`src/rtl/spi_flash_resp.sv`:
```
// SPI mode-0 responder emulating the status-register subset of a serial NOR flash.
// Define SPI_RESP_SR2_EN to add RDSR2 (0x35), WRSR2 (0x31) and 16-bit WRSR.
module spi_flash_resp #(
    parameter logic [23:0] JEDEC_ID    = 24'hEF4016,
    parameter logic [7:0]  SR1_INIT    = 8'h00,
    parameter logic [7:0]  SR2_INIT    = 8'h02,
    parameter int unsigned BUSY_CYCLES = 1000
) (
    input  logic       clk,
    input  logic       rst_n,
    input  logic       spi_clk,
    input  logic       spi_cs_n,
    input  logic       spi_mosi,
    output logic       spi_miso,
    output logic [7:0] sr1,
    output logic [7:0] sr2,
    output logic       wr_stb,
    output logic       busy
);

`ifdef SPI_RESP_SR2_EN
    localparam bit SR2_EN = 1'b1;
`else
    localparam bit SR2_EN = 1'b0;
`endif

    localparam int            CW        = (BUSY_CYCLES > 1) ? $clog2(BUSY_CYCLES) : 1;
    localparam logic [CW-1:0] BUSY_LOAD = CW'(BUSY_CYCLES - 1);

    typedef enum logic [2:0] {S_IDLE, S_CMD, S_IGNORE, S_DOUT, S_DIN} state_t;
    typedef enum logic [2:0] {A_NONE, A_WREN, A_WRDI, A_WRSR, A_WRSR2} action_t;
    typedef enum logic [1:0] {SRC_SR1, SRC_SR2, SRC_ID} src_t;

    logic [1:0] sck_sync, cs_sync, mosi_sync;
    logic       sck_d, cs_d;
    logic       sck_rise, sck_fall, cs_rise, cs_fall, mosi_bit;

    // NOTE: flops use non-blocking assignments so every stage samples the pre-edge value.
    always_ff @(posedge clk or negedge rst_n) begin
        if (!rst_n) begin
            sck_sync  <= 2'b00;
            cs_sync   <= 2'b11;
            mosi_sync <= 2'b00;
            sck_d     <= 1'b0;
            cs_d      <= 1'b1;
        end else begin
            sck_sync  <= {sck_sync[0], spi_clk};
            cs_sync   <= {cs_sync[0], spi_cs_n};
            mosi_sync <= {mosi_sync[0], spi_mosi};
            sck_d     <= sck_sync[1];
            cs_d      <= cs_sync[1];
        end
    end

    assign sck_rise = sck_sync[1] & ~sck_d;
    assign sck_fall = ~sck_sync[1] & sck_d;
    assign cs_fall  = ~cs_sync[1] & cs_d;
    assign cs_rise  = cs_sync[1] & ~cs_d;
    assign mosi_bit = mosi_sync[1];

    state_t        state;
    action_t       action;
    src_t          src;
    logic [2:0]    bit_cnt;
    logic [1:0]    byte_cnt;
    logic [1:0]    id_idx;
    logic [7:0]    shift_reg, out_shift, data0, data1, rx_byte, dout_byte;
    logic [5:0]    sr1_bits;
    logic          wel;
    logic [7:0]    sr2_reg;
    logic [CW-1:0] busy_cnt;
    logic          wrsr_ok, wrsr2_ok, bare_cmd;

    assign sr1     = {sr1_bits, wel, busy};
    assign sr2     = sr2_reg;
    assign rx_byte = {shift_reg[6:0], mosi_bit};

    // Whole bytes only: a trailing partial byte or extra bits cancel the commit.
    assign bare_cmd = (bit_cnt == 3'd0) && (byte_cnt == 2'd0);
    assign wrsr_ok  = wel && !busy && (bit_cnt == 3'd0) &&
                      ((byte_cnt == 2'd1) || (SR2_EN && byte_cnt == 2'd2));
    assign wrsr2_ok = SR2_EN && wel && !busy && (bit_cnt == 3'd0) && (byte_cnt == 2'd1);

    // NOTE: default assignment first so no path leaves dout_byte unassigned (no latch).
    always_comb begin
        dout_byte = 8'hFF;
        case (src)
            SRC_SR1: dout_byte = sr1;
            SRC_SR2: dout_byte = sr2_reg;
            default: begin
                case (id_idx)
                    2'd0:    dout_byte = JEDEC_ID[23:16];
                    2'd1:    dout_byte = JEDEC_ID[15:8];
                    2'd2:    dout_byte = JEDEC_ID[7:0];
                    default: dout_byte = 8'hFF;
                endcase
            end
        endcase
    end

    always_ff @(posedge clk or negedge rst_n) begin
        if (!rst_n) begin
            state     <= S_IDLE;
            action    <= A_NONE;
            src       <= SRC_SR1;
            bit_cnt   <= 3'd0;
            byte_cnt  <= 2'd0;
            id_idx    <= 2'd0;
            shift_reg <= 8'h00;
            out_shift <= 8'h00;
            data0     <= 8'h00;
            data1     <= 8'h00;
            sr1_bits  <= SR1_INIT[7:2];
            wel       <= 1'b0;
            sr2_reg   <= SR2_INIT & 8'h7F;
            busy      <= 1'b0;
            busy_cnt  <= '0;
            wr_stb    <= 1'b0;
            spi_miso  <= 1'b0;
        end else begin
            wr_stb <= 1'b0;
            if (busy) begin
                if (busy_cnt == '0) busy     <= 1'b0;
                else                busy_cnt <= busy_cnt - CW'(1);
            end

            if (cs_rise) begin
                state    <= S_IDLE;
                spi_miso <= 1'b0;
                bit_cnt  <= 3'd0;
                action   <= A_NONE;
                case (action)
                    A_WREN: if (bare_cmd && !busy) wel <= 1'b1;
                    A_WRDI: if (bare_cmd && !busy) wel <= 1'b0;
                    A_WRSR: if (wrsr_ok) begin
                        sr1_bits <= data0[7:2];
                        if (byte_cnt == 2'd2) sr2_reg <= data1 & 8'h7F;
                        wel      <= 1'b0;
                        busy     <= 1'b1;
                        busy_cnt <= BUSY_LOAD;
                        wr_stb   <= 1'b1;
                    end
                    A_WRSR2: if (wrsr2_ok) begin
                        sr2_reg  <= data0 & 8'h7F;
                        wel      <= 1'b0;
                        busy     <= 1'b1;
                        busy_cnt <= BUSY_LOAD;
                        wr_stb   <= 1'b1;
                    end
                    default: ;
                endcase
            end else if (cs_fall) begin
                state    <= S_CMD;
                action   <= A_NONE;
                bit_cnt  <= 3'd0;
                byte_cnt <= 2'd0;
                spi_miso <= 1'b0;
            end else begin
                case (state)
                    S_CMD: if (sck_rise) begin
                        shift_reg <= rx_byte;
                        bit_cnt   <= bit_cnt + 3'd1;
                        if (bit_cnt == 3'd7) begin
                            state <= S_IGNORE;
                            case (rx_byte)
                                8'h06: action <= busy ? A_NONE : A_WREN;
                                8'h04: action <= busy ? A_NONE : A_WRDI;
                                8'h05: begin
                                    state     <= S_DOUT;
                                    src       <= SRC_SR1;
                                    out_shift <= sr1;
                                end
                                8'h35: if (SR2_EN) begin
                                    state     <= S_DOUT;
                                    src       <= SRC_SR2;
                                    out_shift <= sr2_reg;
                                end
                                8'h9F: if (!busy) begin
                                    state     <= S_DOUT;
                                    src       <= SRC_ID;
                                    id_idx    <= 2'd1;
                                    out_shift <= JEDEC_ID[23:16];
                                end
                                8'h01: if (!busy) begin
                                    state  <= S_DIN;
                                    action <= A_WRSR;
                                end
                                8'h31: if (SR2_EN && !busy) begin
                                    state  <= S_DIN;
                                    action <= A_WRSR2;
                                end
                                default: ;
                            endcase
                        end
                    end
                    S_IGNORE: if (sck_rise) begin
                        bit_cnt <= bit_cnt + 3'd1;
                        if (bit_cnt == 3'd7 && byte_cnt != 2'd3) byte_cnt <= byte_cnt + 2'd1;
                    end
                    S_DIN: if (sck_rise) begin
                        shift_reg <= rx_byte;
                        bit_cnt   <= bit_cnt + 3'd1;
                        if (bit_cnt == 3'd7) begin
                            if (byte_cnt == 2'd0) data0 <= rx_byte;
                            if (byte_cnt == 2'd1) data1 <= rx_byte;
                            if (byte_cnt != 2'd3) byte_cnt <= byte_cnt + 2'd1;
                        end
                    end
                    S_DOUT: begin
                        if (sck_rise) begin
                            bit_cnt <= bit_cnt + 3'd1;
                            // Byte boundary: re-read the source so a clearing BUSY shows up.
                            if (bit_cnt == 3'd7) begin
                                out_shift <= dout_byte;
                                if (id_idx != 2'd3) id_idx <= id_idx + 2'd1;
                            end
                        end else if (sck_fall) begin
                            spi_miso  <= out_shift[7];
                            out_shift <= {out_shift[6:0], 1'b0};
                        end
                    end
                    default: ;
                endcase
            end
        end
    end

endmodule

```
`config.mk`:
```
export PLATFORM = sky130hd
export DESIGN_NAME = spi_flash_resp
export DESIGN_NICKNAME = d
export VERILOG_FILES = /design/src/rtl/spi_flash_resp.sv
export SDC_FILE = /design/constraint.sdc
export NUM_CORES = 1
export LEC_CHECK = 0
export BUFFER_PORTS_ARGS = -buffer_cell sky130_fd_sc_hd__buf_2
export CORE_MARGIN = 4
export CORE_UTILIZATION = 45
export CTS_CLUSTER_SIZE = 25
export DETAILED_ROUTE_END_ITERATION = 12
export PLACE_DENSITY = 0.74
export SYNTH_ARGS = -nofsm -noshare
export SYNTH_HDL_FRONTEND = slang
export SYNTH_SLANG_ARGS = --single-unit
export TNS_END_PERCENT = 100
```
`constraint.sdc`:
```
create_clock -name clk -period 2.3 [get_ports clk]
set_input_delay 0.115 -clock clk [delete_from_list [all_inputs] [get_ports clk]]
set_output_delay 0.115 -clock clk [all_outputs]
set_load 0.01 [all_outputs]
```
# Word-level counts from Yosys, hierarchy flattened
# Cells that the tools add are included.
# totals
regBits,80
out_inout_bits,19
# classes
addsub,4
eq_ne,42
n_mux,70
n_bitwise,10
reduce_logical,39
# op_table
operator,count
2-to-1 mux 10 bit,5
2-to-1 mux 3 bit,16
2-to-1 mux 8 bit,6
one-hot mux 8 bit (2 select lines),3
2-to-1 mux 2 bit,15
equality test 8 x 3 -> 1 bit (second input constant),3
!= test 2 bit (second input constant),12
!= test 3 bit (second input constant),8
one-hot mux 8 bit (3 select lines),1
nonzero test 3 bit,8
2-to-1 mux 1 bit,18
one-hot mux 3 bit (3 select lines),2
AND reduction 7 bit,2
equality test 3 x 2 -> 1 bit (second input constant),4
one-hot mux 2 bit (2 select lines),3
AND reduction 6 bit,2
zero test 10 bit,1
AND reduction 10 bit,1
AND reduction 5 bit,2
subtractor 10 x 1 -> 10 bit (second input constant),1
AND reduction 3 bit,3
AND reduction 9 bit,1
equality test 8 x 1 -> 1 bit (second input constant),1
equality test 8 bit (second input constant),1
other kinds (22),46

# Logic depth before layout (Yosys ltp)
# Gate-level depths: netlist of the first run.
# depth
ltp_word,7
ltp_mapped,10
mapped_depth_nobuf,7

# Worst setup path before layout of the first run
# Ideal clock, no wire load.
# synth_path
path_type,reg-to-reg
start,reg cs_d
end,reg out_shift[0]
setup_time_ns,0.125
arrival_time_ns,2.026
required_time_ns,2.175
path_slack_ns,0.149
stages_incl_launch_ff,8
period_less_slack_ns,2.151
cell_sequence,dfstp_2 > inv_1 > ha_1 > buf_2 > nor2_2 > nand4_1 > a211oi_4 > mux2_2
# synth_via
elab_chain_cells,4
# synth_lines
item,line_no,source
"start, declared",35,"logic sck_d, cs_d;"
"start signal, assigned",51,cs_d <= cs_sync[1];
inverter 1 bit,58,assign cs_rise = cs_sync[1] & ~cs_d;
AND 1 bit,58,
inverter 1 bit (no line),-,
AND reduction 9 bit (no line) (*),-,
"end signal, assigned",171,out_shift <= sr1;
"end signal, assigned",176,out_shift <= sr2_reg;
"end signal, assigned",182,out_shift <= JEDEC_ID[23:16];
"end, declared",67,"logic [7:0] shift_reg, out_shift, data0, data1, rx_byte, dout_byte;"
# Every way passes the cells marked *; elsewhere a longest branch is shown, timed or not.
# A chain may end at the register's enable or synchronous reset.

# Worst setup path after layout of the first run
# layout_path
start,reg cs_sync[1]
end,reg data0[3]
# layout_via
elab_chain_cells,4
# layout_lines
item,line_no,source
"start, declared",34,"logic [1:0] sck_sync, cs_sync, mosi_sync;"
"start signal, assigned",48,"cs_sync <= {cs_sync[0], spi_cs_n};"
inverter 1 bit,57,assign cs_fall = ~cs_sync[1] & cs_d;
AND 1 bit,57,
inverter 1 bit (no line),-,
AND reduction 6 bit (no line) (*),-,
"end signal, assigned",204,if (byte_cnt == 2'd0) data0 <= rx_byte;
"end, declared",67,
# Marks and branches as above.

==> summary.md, run 1 <==
| Metric | Value |
|---|---|
| Status | `finished, final reports clean` |
| Clk pin slew, worst setup/hold paths | `approximately 80 ps` |
| Post-synthesis async set-or-reset flop share | `100%` |
| Routability cong. | `between 0.7 and 0.8` |
| Share of cells above drive strength 1 | `a little over a quarter` |
| CP Capture Type | `flip-flop` |
| Cell area after synthesis | `a little under 4000 sq um` |
| Synth top area share | `46.0%` |
| Initial Util | `47.0%` |
| Slowest CP cell | `dfstp_2` |
| Global-route wire length before repair | `between 10000 and 15000 microns` |
| CTS max path bufs | `2` |
| Total gr overflow | `0` |
| Net Count, Synth | `around 380` |
| Drt first pass iters | `4` |
| Post-synth EDFFs | `0` |
| Clock Sinks | `76` |
| Total CTS buffers | `9` |
| Fin crit share | `between 90 and 100%` |
| Crit Path Class | `flip-flop to flip-flop` |
| Startpoint Class | `flip-flop` |
| Placed insts | `480` |
| Worst-path maximum fanout | `8` |
| Worst Path Required | `2530 ps` |
| Routed len/inst | `approximately 16 microns` |
| CTS HTree Levels | `3` |
| Final core occ | `between 50% and 60%` |
| Site row count | `33` |
| Post-Syn Area per Cell | `10.9 sq um` |
| Drt total wl | `between 8000 and 9000 microns` |
| Max Cap Violations | `0` |
| Overall routing resource usage | `between 10% and 20%` |
| Crit path DAT | `roughly 2500 ps` |
| HPWL after detailed placement | `5710 microns` |
| Layout net count | `~410` |
| Hold slack | `between 300 and 400 ps` |
| Worst VDD drop | `between 0.4 and 0.5 mV` |
| Sum of buffers and inverters on the critical path | `1` |
| Clk_lat worst skew | `around 350 ps` |
| Total die area | `about 10000 sq um` |
| Yosys cell types | `65` |
| Post-synth top area cell | `dfrtp_1` |
| Most common cell in the netlist | `dfrtp_1` |
| Max reg flops | `10` |
| Core box area | `between 8000 and 9000 sq um` |
| Die width | `~100 microns` |
| Initial DRC Count | `around 140` |
| DRC viols | `0` |
| Yosys reg bits | `76` |
| Cell Chain, Critical Path | `inv_1 > ha_1 > nand3b_1 > nor3_1 > nand2_1 > mux2_2` |
| ANT nets after route | `0` |
| Final setup vio count | `0` |
| Top Ports | `24` |
| Pleak | `between 2 and 2.5 nW` |
| Seq. cell area | `1910 sq um` |
| Worst slew margin | `approximately 38%` |
| Largest registers | `busy_cnt x10, out_shift x8` |
| Biggest register | `busy_cnt` |
| Ys Warns | `0` |
| Cells after synthesis | `360` |
| Post-synth top cells | `72 x dfrtp_1, 41 x nand2_1, 38 x mux2_2, 20 x inv_1, 19 x nor2_1` |
| Crit path largest cell delay | `570 ps` |
| Initial antenna violation count | `0` |
| Via density | `approximately 5.6` |
| Slew Viols, Final | `0` |
| Hold Vio Cnt, Final | `0` |
| Ranking of synthesized cells by area | `dfrtp_1 46%, mux2_2 11%, ha_1 5.4%, nand2_1 3.9%, dfstp_2 2.7%` |
| Fillers | `roughly 760` |
| Post-route insts no fill | `500` |
| CTS tree | `yes` |
| Fmax | `0.450 GHz` |
| Design Power | `around 3.3 mW` |
| Synth Flop Type | `dfrtp_1` |
| Multi-input gate area | `1850 sq um` |
| DR vias | `about 2800` |
| Seq/Total Area, Yosys | `about half` |
| Crit path max-delay family | `simple AND/OR/NAND/NOR gates` |
| Hold Crit Class | `flip-flop to flip-flop` |
| Diode count | `0` |
| Largest net degree at the start of global routing | `77` |
| Power Dens Cells | `between 700 and 800 nW/um^2` |
| Slew @ Worst Pin | `between 900 and 1000 ps` |
| Vias in the first global route | `around 2900` |
| Fin Clk Skew | `roughly 9.7 ps` |
| CTS Root Buffer Type | `clkbuf_8` |
| Layout area overhead | `12.3%` |
| Die H | `101 microns` |
| Port Buffers | `22` |
| Post-route minimum period | `2220 ps` |
[repair_timing]
action	CTS	global route
resized for setup	0	2
endpoints found under the setup margin	0	10
hold buffers	4	0
endpoints found under the hold margin	75	0
buffers inserted	0	0
[per-stage QoR]
stage / cell area, sq um / setup WS [ps] / TNS [ps]
final: 4400 / 78.9 / 0
after global routing: 4400 / -35.6 / -197
after CTS: 4390 / 86.3 / 0
after detailed placement: 4150 / 121 / 0
after global placement: 4150 / 216 / 0
after floorplan: 3920 / 149 / 0
[layer usage]
| metal | GRT usage (%) | vias up | wire (microns) |
|---|---|---|---|
| met5 | 0 | - | 0 |
| met4 | 4.70 | 0 | 92 |
| met3 | 4.06 | 9 | 226 |
| met2 | 29.8 | 41 | 4160 |
| met1 | 22.0 | 1426 | 3660 |
| li1 | - | 1339 | - |
[layout by cell type, fill, tap and decap left out, types with 7 or more instances in the layout]
| master | count |
|---|---|
| o21ai_0 | 13 |
| nand3_1 | 10 |
| nor2_1 | 19 |
| buf_2 | 21 |
| mux2_2 | 38 |
| ha_1 | 16 |
| nand2_1 | 40 |
| inv_1 | 20 |
| dfrtp_1 | 72 |
| clkbuf_8 | 10 |
| nand4_1 | 10 |
| mux2i_1 | 7 |
| buf_4 | 11 |
[worst paths after layout]
check	start	to	slack, ps	depth (start not counted)
worst max-delay path	cs_sync[1]	data0[3]	80	6
worst min-delay path	sck_sync[0]	sck_sync[1]	350	0
worst max register to register	cs_sync[1]	data0[3]	80	6
worst min register to register	sck_sync[0]	sck_sync[1]	350	0
max in group asynchronous	rst_n	out_shift[4]	1250	2
min in group asynchronous	rst_n	busy_cnt[3]	450	2
[layout make-up]
type / instances / area share [%]
sequential: 76 / 43.4
clock inverter: 6 / 1.45
timing repair buffer: 36 / 5.18
clock buffer: 10 / 3.13
inverter: 21 / 1.79
multi-input combinational: 246 / 42.1
tap: 105 / 2.99
[cells by family (layout without fill, tap and decap cells)]
| group | after synthesis | count (layout) | share of synthesized area [%] |
|---|---|---|---|
| simple gates | 132 | 132 | 19.4 |
| flops | 76 | 76 | 48.7 |
| compound gates | 48 | 48 | 8.85 |
| mux | 45 | 45 | 12.7 |
| buf+inv | 38 | 73 | 4.18 |
| fa+ha+maj | 17 | 17 | 5.43 |
| xor+xnor | 3 | 3 | 0.671 |
| other cells | 1 | 1 | 0.0958 |
[report_power, final]
part	internal (mW)	switching, mW	total [mW]
Combinational	0.290	0.312	0.602
Clock	0.529	0.494	1.02
Sequential	1.46	0.177	1.64
Power figures use the tool's default switching activity.
==> run 2, diff against run 1 <==
--- a/config.mk
+++ b/config.mk
@@ -10,7 +10,6 @@
 export CORE_UTILIZATION = 45
 export CTS_CLUSTER_SIZE = 25
 export DETAILED_ROUTE_END_ITERATION = 12
-export PLACE_DENSITY = 0.74
 export SYNTH_ARGS = -nofsm -noshare
 export SYNTH_HDL_FRONTEND = slang
 export SYNTH_SLANG_ARGS = --single-unit
==> summary.md, run 2 (synthesis results as in run 1) <==
| Metric | Value |
|---|---|
| Post-CTS setup buffer count | `0` |
| Crit Path Class | `flip-flop to flip-flop` |
| Total CTS buffers | `9` |
| CTS tree | `yes` |
| Core box area | `between 8000 and 9000 sq um` |
| Hold Crit Class | `input port to async pin` |
| Sw Ratio | `between 30% and 40%` |
| CTS max path bufs | `2` |
| Layout net count | `418` |
| Reg power frac | `50.0%` |
| Most common cell after layout, fill and taps aside | `dfrtp_1` |
| Power share of the combinational group | `19.2%` |
| Worst Path Required | `around 2500 ps` |
| Top Ports | `24` |
| Worst-path maximum fanout | `8` |
| FF-to-FF path depth | `6` |
| Post-CTS sizing | `0` |
| Fmax | `0.462 GHz` |
| Via density | `around 5.4` |
| Pleak | `approximately 2.2 nW` |
| Clk pwr share | `a little under a third` |
| Site row count | `33` |
| Port Buffers | `22` |
| RSZ-0062 raised after global routing | `false` |
| Drt first pass iters | `5` |
| CTS Root Buffer Type | `clkbuf_8` |
| TNS Setup | `0 ps` |
| Commonest non-fill, non-tap cells in the layout | `72 x dfrtp_1, 41 x nand2_1, 38 x mux2_2` |
| Post-route minimum period | `approximately 2200 ps` |
| Slew Viols, Final | `0` |
| Total gr overflow | `0` |
| Initial DRC Count | `114` |
| Vias in the first global route | `between 2000 and 3000` |
| CP Capture Type | `flip-flop` |
| Power Dens Cells | `roughly 730 nW/um^2` |
| Worst VDD drop | `between 0.3 and 0.4 mV` |
| Critical Path Start | `cs_sync[1]` |
| Worst reg2reg startpoint | `cs_sync[1]` |
| FF-to-FF End | `out_shift[2]` |
| DR vias | `roughly 2800` |
| HPWL after detailed placement | `about 5800 microns` |
| Clock Sinks | `76` |
| Final setup vio count | `0` |
| Initial antenna violation count | `0` |
| Largest registers | `busy_cnt x10, out_shift x8` |
| Global-route wire length before repair | `13700 microns` |
| Startpoint Class | `flip-flop` |
| R2r setup slk | `between 100 and 150 ps` |
| Max reg flops | `10` |
| Drt total wl | `roughly 8000 microns` |
| Crit path DAT | `approximately 2400 ps` |
| DRC viols | `0` |
| Share of cells above drive strength 1 | `27.9%` |
| ANT nets after route | `0` |
| Max Cap Violations | `0` |
| Status | `finished, final reports clean` |
| Slew @ Worst Pin | `614 ps` |
| Total die area | `10300 sq um` |
| Sw Pwr | `1.04 mW` |
| Biggest register | `busy_cnt` |
| Diode count | `0` |
| Initial Util | `a little under half` |
| Worst slew margin | `~60%` |
| CTS HTree Levels | `3` |
| Placement Cell Area | `between 4000 and 5000 sq um` |
| Fin area | `about 4400 sq um` |
| Largest net degree at the start of global routing | `46` |
| P_int | `about 2.2 mW` |
| Die H | `just over 100 microns` |
| Routed len/inst | `about 16 microns` |
| Layout area overhead | `13.0%` |
| Fin Clk Skew | `10.8 ps` |
| Overall routing resource usage | `around 17%` |
| Die width | `around 100 microns` |
| Fin crit share | `a little over nine tenths` |
| Clk pin slew, worst setup/hold paths | `roughly 90 ps` |
| Routability cong. | `0.812` |
| Clk_lat worst skew | `between 300 and 400 ps` |
| Hold Vio Cnt, Final | `0` |
run 2: cell types whose count changed in the layout (fill, tap and decap cells not counted), sizes merged:
cell | previous run | this run
bufinv | 1 | 0
clkinv | 3 | 0
buf | 32 | 38
clkbuf | 10 | 9
inv | 21 | 27
clkinvlp | 2 | 1
run 2: final cells by class:
type | count | area, sq um
clock buffer | 9 | 124
inverter | 21 | 78.8
sequential | 76 | 1910
fill | 748 | 3920
clock inverter | 7 | 65.1
timing repair buffer | 42 | 273
tap | 105 | 131
multi-input combinational | 246 | 1850
run 2: power groups by stage:
stage          combinational [mW]  sequential [mW]  clock (mW)
3_3_place_gp                0.601             1.64           0
5_1_grt                     0.686             1.64        1.07
6_report                    0.619             1.61       0.993
2_1_floorplan               0.489             1.58           0
3_5_place_dp                0.615             1.64           0
4_1_cts                     0.623             1.61        1.03
run 2: how the worst max path moves through the flow:
| stage | end | slack [ps] | cells past startpoint |
|---|---|---|---|
| 6_report | out_shift[2] | 140 | 6 |
| 5_1_grt | out_shift[6] | 1 | 6 |
| 4_1_cts | out_shift[2] | 130 | 6 |
| 3_5_place_dp | out_shift[1] | 160 | 6 |
| 3_3_place_gp | out_shift[2] | 200 | 6 |
| 2_1_floorplan | out_shift[0] | 150 | 7 |
run 2: critical path, cell delays in order, from the launching register on:
cell and delay, ps:
dfstp_2 550, inv_1 40, ha_1 270, nor2_2 120
nand4_1 180, a211oi_4 490, mux2_2 390
run 2: layer usage:
metal / share of wire, % / global-route usage, % / vias to the layer above / wire (microns)
met4: 1.2 / 5.21 / 0 / 99
li1: - / - / 1349 / -
met3: 2.9 / 3.31 / 8 / 233
met2: 47 / 26.5 / 38 / 3770
met1: 49 / 23.7 / 1355 / 3920
met5: 0 / 0 / - / 0
run 2: timing repair:
action	CTS	global route
hold endpoints to repair	45	0
hold buffers	4	0
setup endpoints to repair	0	0
run 2: through the flow:
| stage | setup slack [ps] | std cells | power [mW] | utilization (%) | hold slack, ps |
|---|---|---|---|---|---|
| 6_report | 137 | 506 | 3.23 | 53.0 | 290 |
| 5_1_grt | 1.26 | 506 | 3.40 | 53.0 | 326 |
| 4_1_cts | 134 | 506 | 3.27 | 53.0 | 316 |
| 3_5_place_dp | 157 | 486 | 2.25 | 50.3 | 154 |
| 3_3_place_gp | 198 | 486 | 2.24 | 50.3 | 142 |
| 2_1_floorplan | 149 | 360 | 2.07 | - | -181 |
==> run 3, diff against run 2 <==
--- a/config.mk
+++ b/config.mk
@@ -6,10 +6,10 @@
 export NUM_CORES = 1
 export LEC_CHECK = 0
 export BUFFER_PORTS_ARGS = -buffer_cell sky130_fd_sc_hd__buf_2
-export CORE_MARGIN = 4
 export CORE_UTILIZATION = 45
 export CTS_CLUSTER_SIZE = 25
 export DETAILED_ROUTE_END_ITERATION = 12
+export RECOVER_POWER = 100
 export SYNTH_ARGS = -nofsm -noshare
 export SYNTH_HDL_FRONTEND = slang
 export SYNTH_SLANG_ARGS = --single-unit
==> summary.md, run 3 (synthesis results as in run 1) <==
| Metric | Value |
|---|---|
| Post-route minimum period | `~2100 ps` |
| Largest registers | `busy_cnt x10, out_shift x8` |
| Clock Sinks | `76` |
| Initial DRC Count | `~80` |
| Commonest non-fill, non-tap cells in the layout | `72 x dfrtp_1, 41 x nand2_1, 38 x mux2_2` |
| Power Dens Cells | `roughly 740 nW/um^2` |
| Die H | `95.3 microns` |
| Diode count | `0` |
| Power share of the combinational group | `roughly 18%` |
| Final setup vio count | `0` |
| Post-CTS setup buffer count | `0` |
| DR vias | `between 2000 and 3000` |
| Crit Path Class | `flip-flop to flip-flop` |
| FF-to-FF path depth | `6` |
| Fin crit share | `~91%` |
| Design Power | `3.22 mW` |
| GR met2 Demand/Resource | `around 33%` |
| Fin Clk Skew | `9.97 ps` |
| TNS Setup | `0 ps` |
| Met3 GRT Util | `approximately 4.8%` |
| Drt first pass iters | `4` |
| Hold path start | `sck_sync[0]` |
| Max reg flops | `10` |
| Post-CTS sizing | `0` |
| Biggest register | `busy_cnt` |
| RSZ-0062 raised after global routing | `false` |
| Fmax | `about 0.48 GHz` |
| Hold Path End | `sck_sync[1]` |
| Reg power frac | `between 50% and 60%` |
| Sw Ratio | `roughly 30%` |
| Initial Util | `a little under half` |
| Core box area | `slightly above 8000 sq um` |
| Top Ports | `24` |
| Total gr overflow | `0` |
| Drt total wl | `between 7000 and 8000 microns` |
| Max Cap Violations | `0` |
| Clk pwr share | `a little under a third` |
| Die width | `around 95 microns` |
| Fin area | `approximately 4400 sq um` |
| Vias in the first global route | `between 2000 and 3000` |
| Site row count | `33` |
| Global-route wire length before repair | `about 14000 microns` |
| ANT nets after route | `0` |
| Worst-path maximum fanout | `8` |
| Crit path DAT | `about 2300 ps` |
| CTS max path bufs | `2` |
| Status | `finished, final reports clean` |
| Share of cells above drive strength 1 | `20.6%` |
| Startpoint Class | `flip-flop` |
| Worst Path Required | `between 2000 and 3000 ps` |
| HPWL after detailed placement | `between 5000 and 6000 microns` |
| Worst slew margin | `between 20% and 30%` |
| Largest net degree at the start of global routing | `45` |
| Routability cong. | `around 0.76` |
| FF-to-FF End | `out_shift[4]` |
| Placement Cell Area | `4190 sq um` |
| Port Buffers | `22` |
| Most common cell after layout, fill and taps aside | `dfrtp_1` |
| CTS Root Buffer Type | `clkbuf_8` |
| Worst VDD drop | `about 0.43 mV` |
| Hold Vio Cnt, Final | `0` |
| Final worst slack | `208 ps` |
| Hold Crit Class | `flip-flop to flip-flop` |
| Pleak | `between 2 and 2.5 nW` |
| R2r setup slk | `between 200 and 250 ps` |
| Routed len/inst | `approximately 16 microns` |
| Final core occ | `approximately 53%` |
| # hold bufs at CTS | `4` |
| CTS HTree Levels | `3` |
| Slew Viols, Final | `0` |
| Overall routing resource usage | `roughly a fifth` |
| Total CTS buffers | `9` |
| Via density | `approximately 5.5` |
| CP Capture Type | `flip-flop` |
| Slew @ Worst Pin | `1190 ps` |
| Layout net count | `a little over 400` |
| Initial antenna violation count | `0` |
| Layout area overhead | `11.4%` |
| DRC viols | `0` |
| Hold Crit Depth | `0` |
| P_int | `approximately 2.2 mW` |
| Total die area | `between 9000 and 10000 sq um` |
| Clk_lat worst skew | `~350 ps` |
| Met1 global-route usage | `about a quarter` |
| CTS tree | `yes` |
| GR peak layer | `met2` |
| Sw Pwr | `roughly 970 uW` |
| Clk pin slew, worst setup/hold paths | `around 80 ps` |
| Worst reg2reg startpoint | `cs_sync[1]` |
| Setup WS pre-CTS | `approximately 200 ps` |
## run 3: stage by stage
stage          hold WS, ps  instances
3_3_place_gp           161        483
3_5_place_dp           168        483
5_1_grt                367        503
6_report               357        503
4_1_cts                322        503
2_1_floorplan         -181        360
## run 3: how the worst max path moves through the flow
stage	end	from	depth (start not counted)
2_1_floorplan	out_shift[0]	cs_d	7
3_3_place_gp	out_shift[2]	cs_d	6
3_5_place_dp	busy_cnt[2]	busy_cnt[0]	6
4_1_cts	busy_cnt[2]	busy_cnt[0]	6
5_1_grt	busy_cnt[3]	busy_cnt[0]	6
6_report	out_shift[4]	cs_sync[1]	6
## run 3: power groups by stage
stage               clock [mW]  combinational (mW)  sequential [mW]
finish                    1.00               0.590             1.63
global route              1.09               0.664             1.65
CTS                       1.03               0.606             1.63
detailed placement           0               0.598             1.65
global placement             0               0.579             1.65
floorplan                    0               0.489             1.58
## run 3: layout make-up
class	instances	area, sq um
inverters	21	78.8
multi-input cells	246	1830
clock inverters	6	66.3
well taps	105	131
clock buffers	10	128
flip-flops and latches	76	1910
repair buffers	39	221
fillers	747	3940
## run 3: layer usage
layer  part of all wire, %  vias to the layer above
met5                     0                        -
met4                   2.0                        0
met3                   2.4                       11
met2                    48                       31
met1                    48                     1358
li1                      -                     1348
## run 3: worst max-delay path: stages, from the launching register on
cell and delay, ps:
dfstp_1 560, inv_1 50, ha_1 200, nor2_1 130, nand4_1 160, a211oi_4 480, mux2_2 390
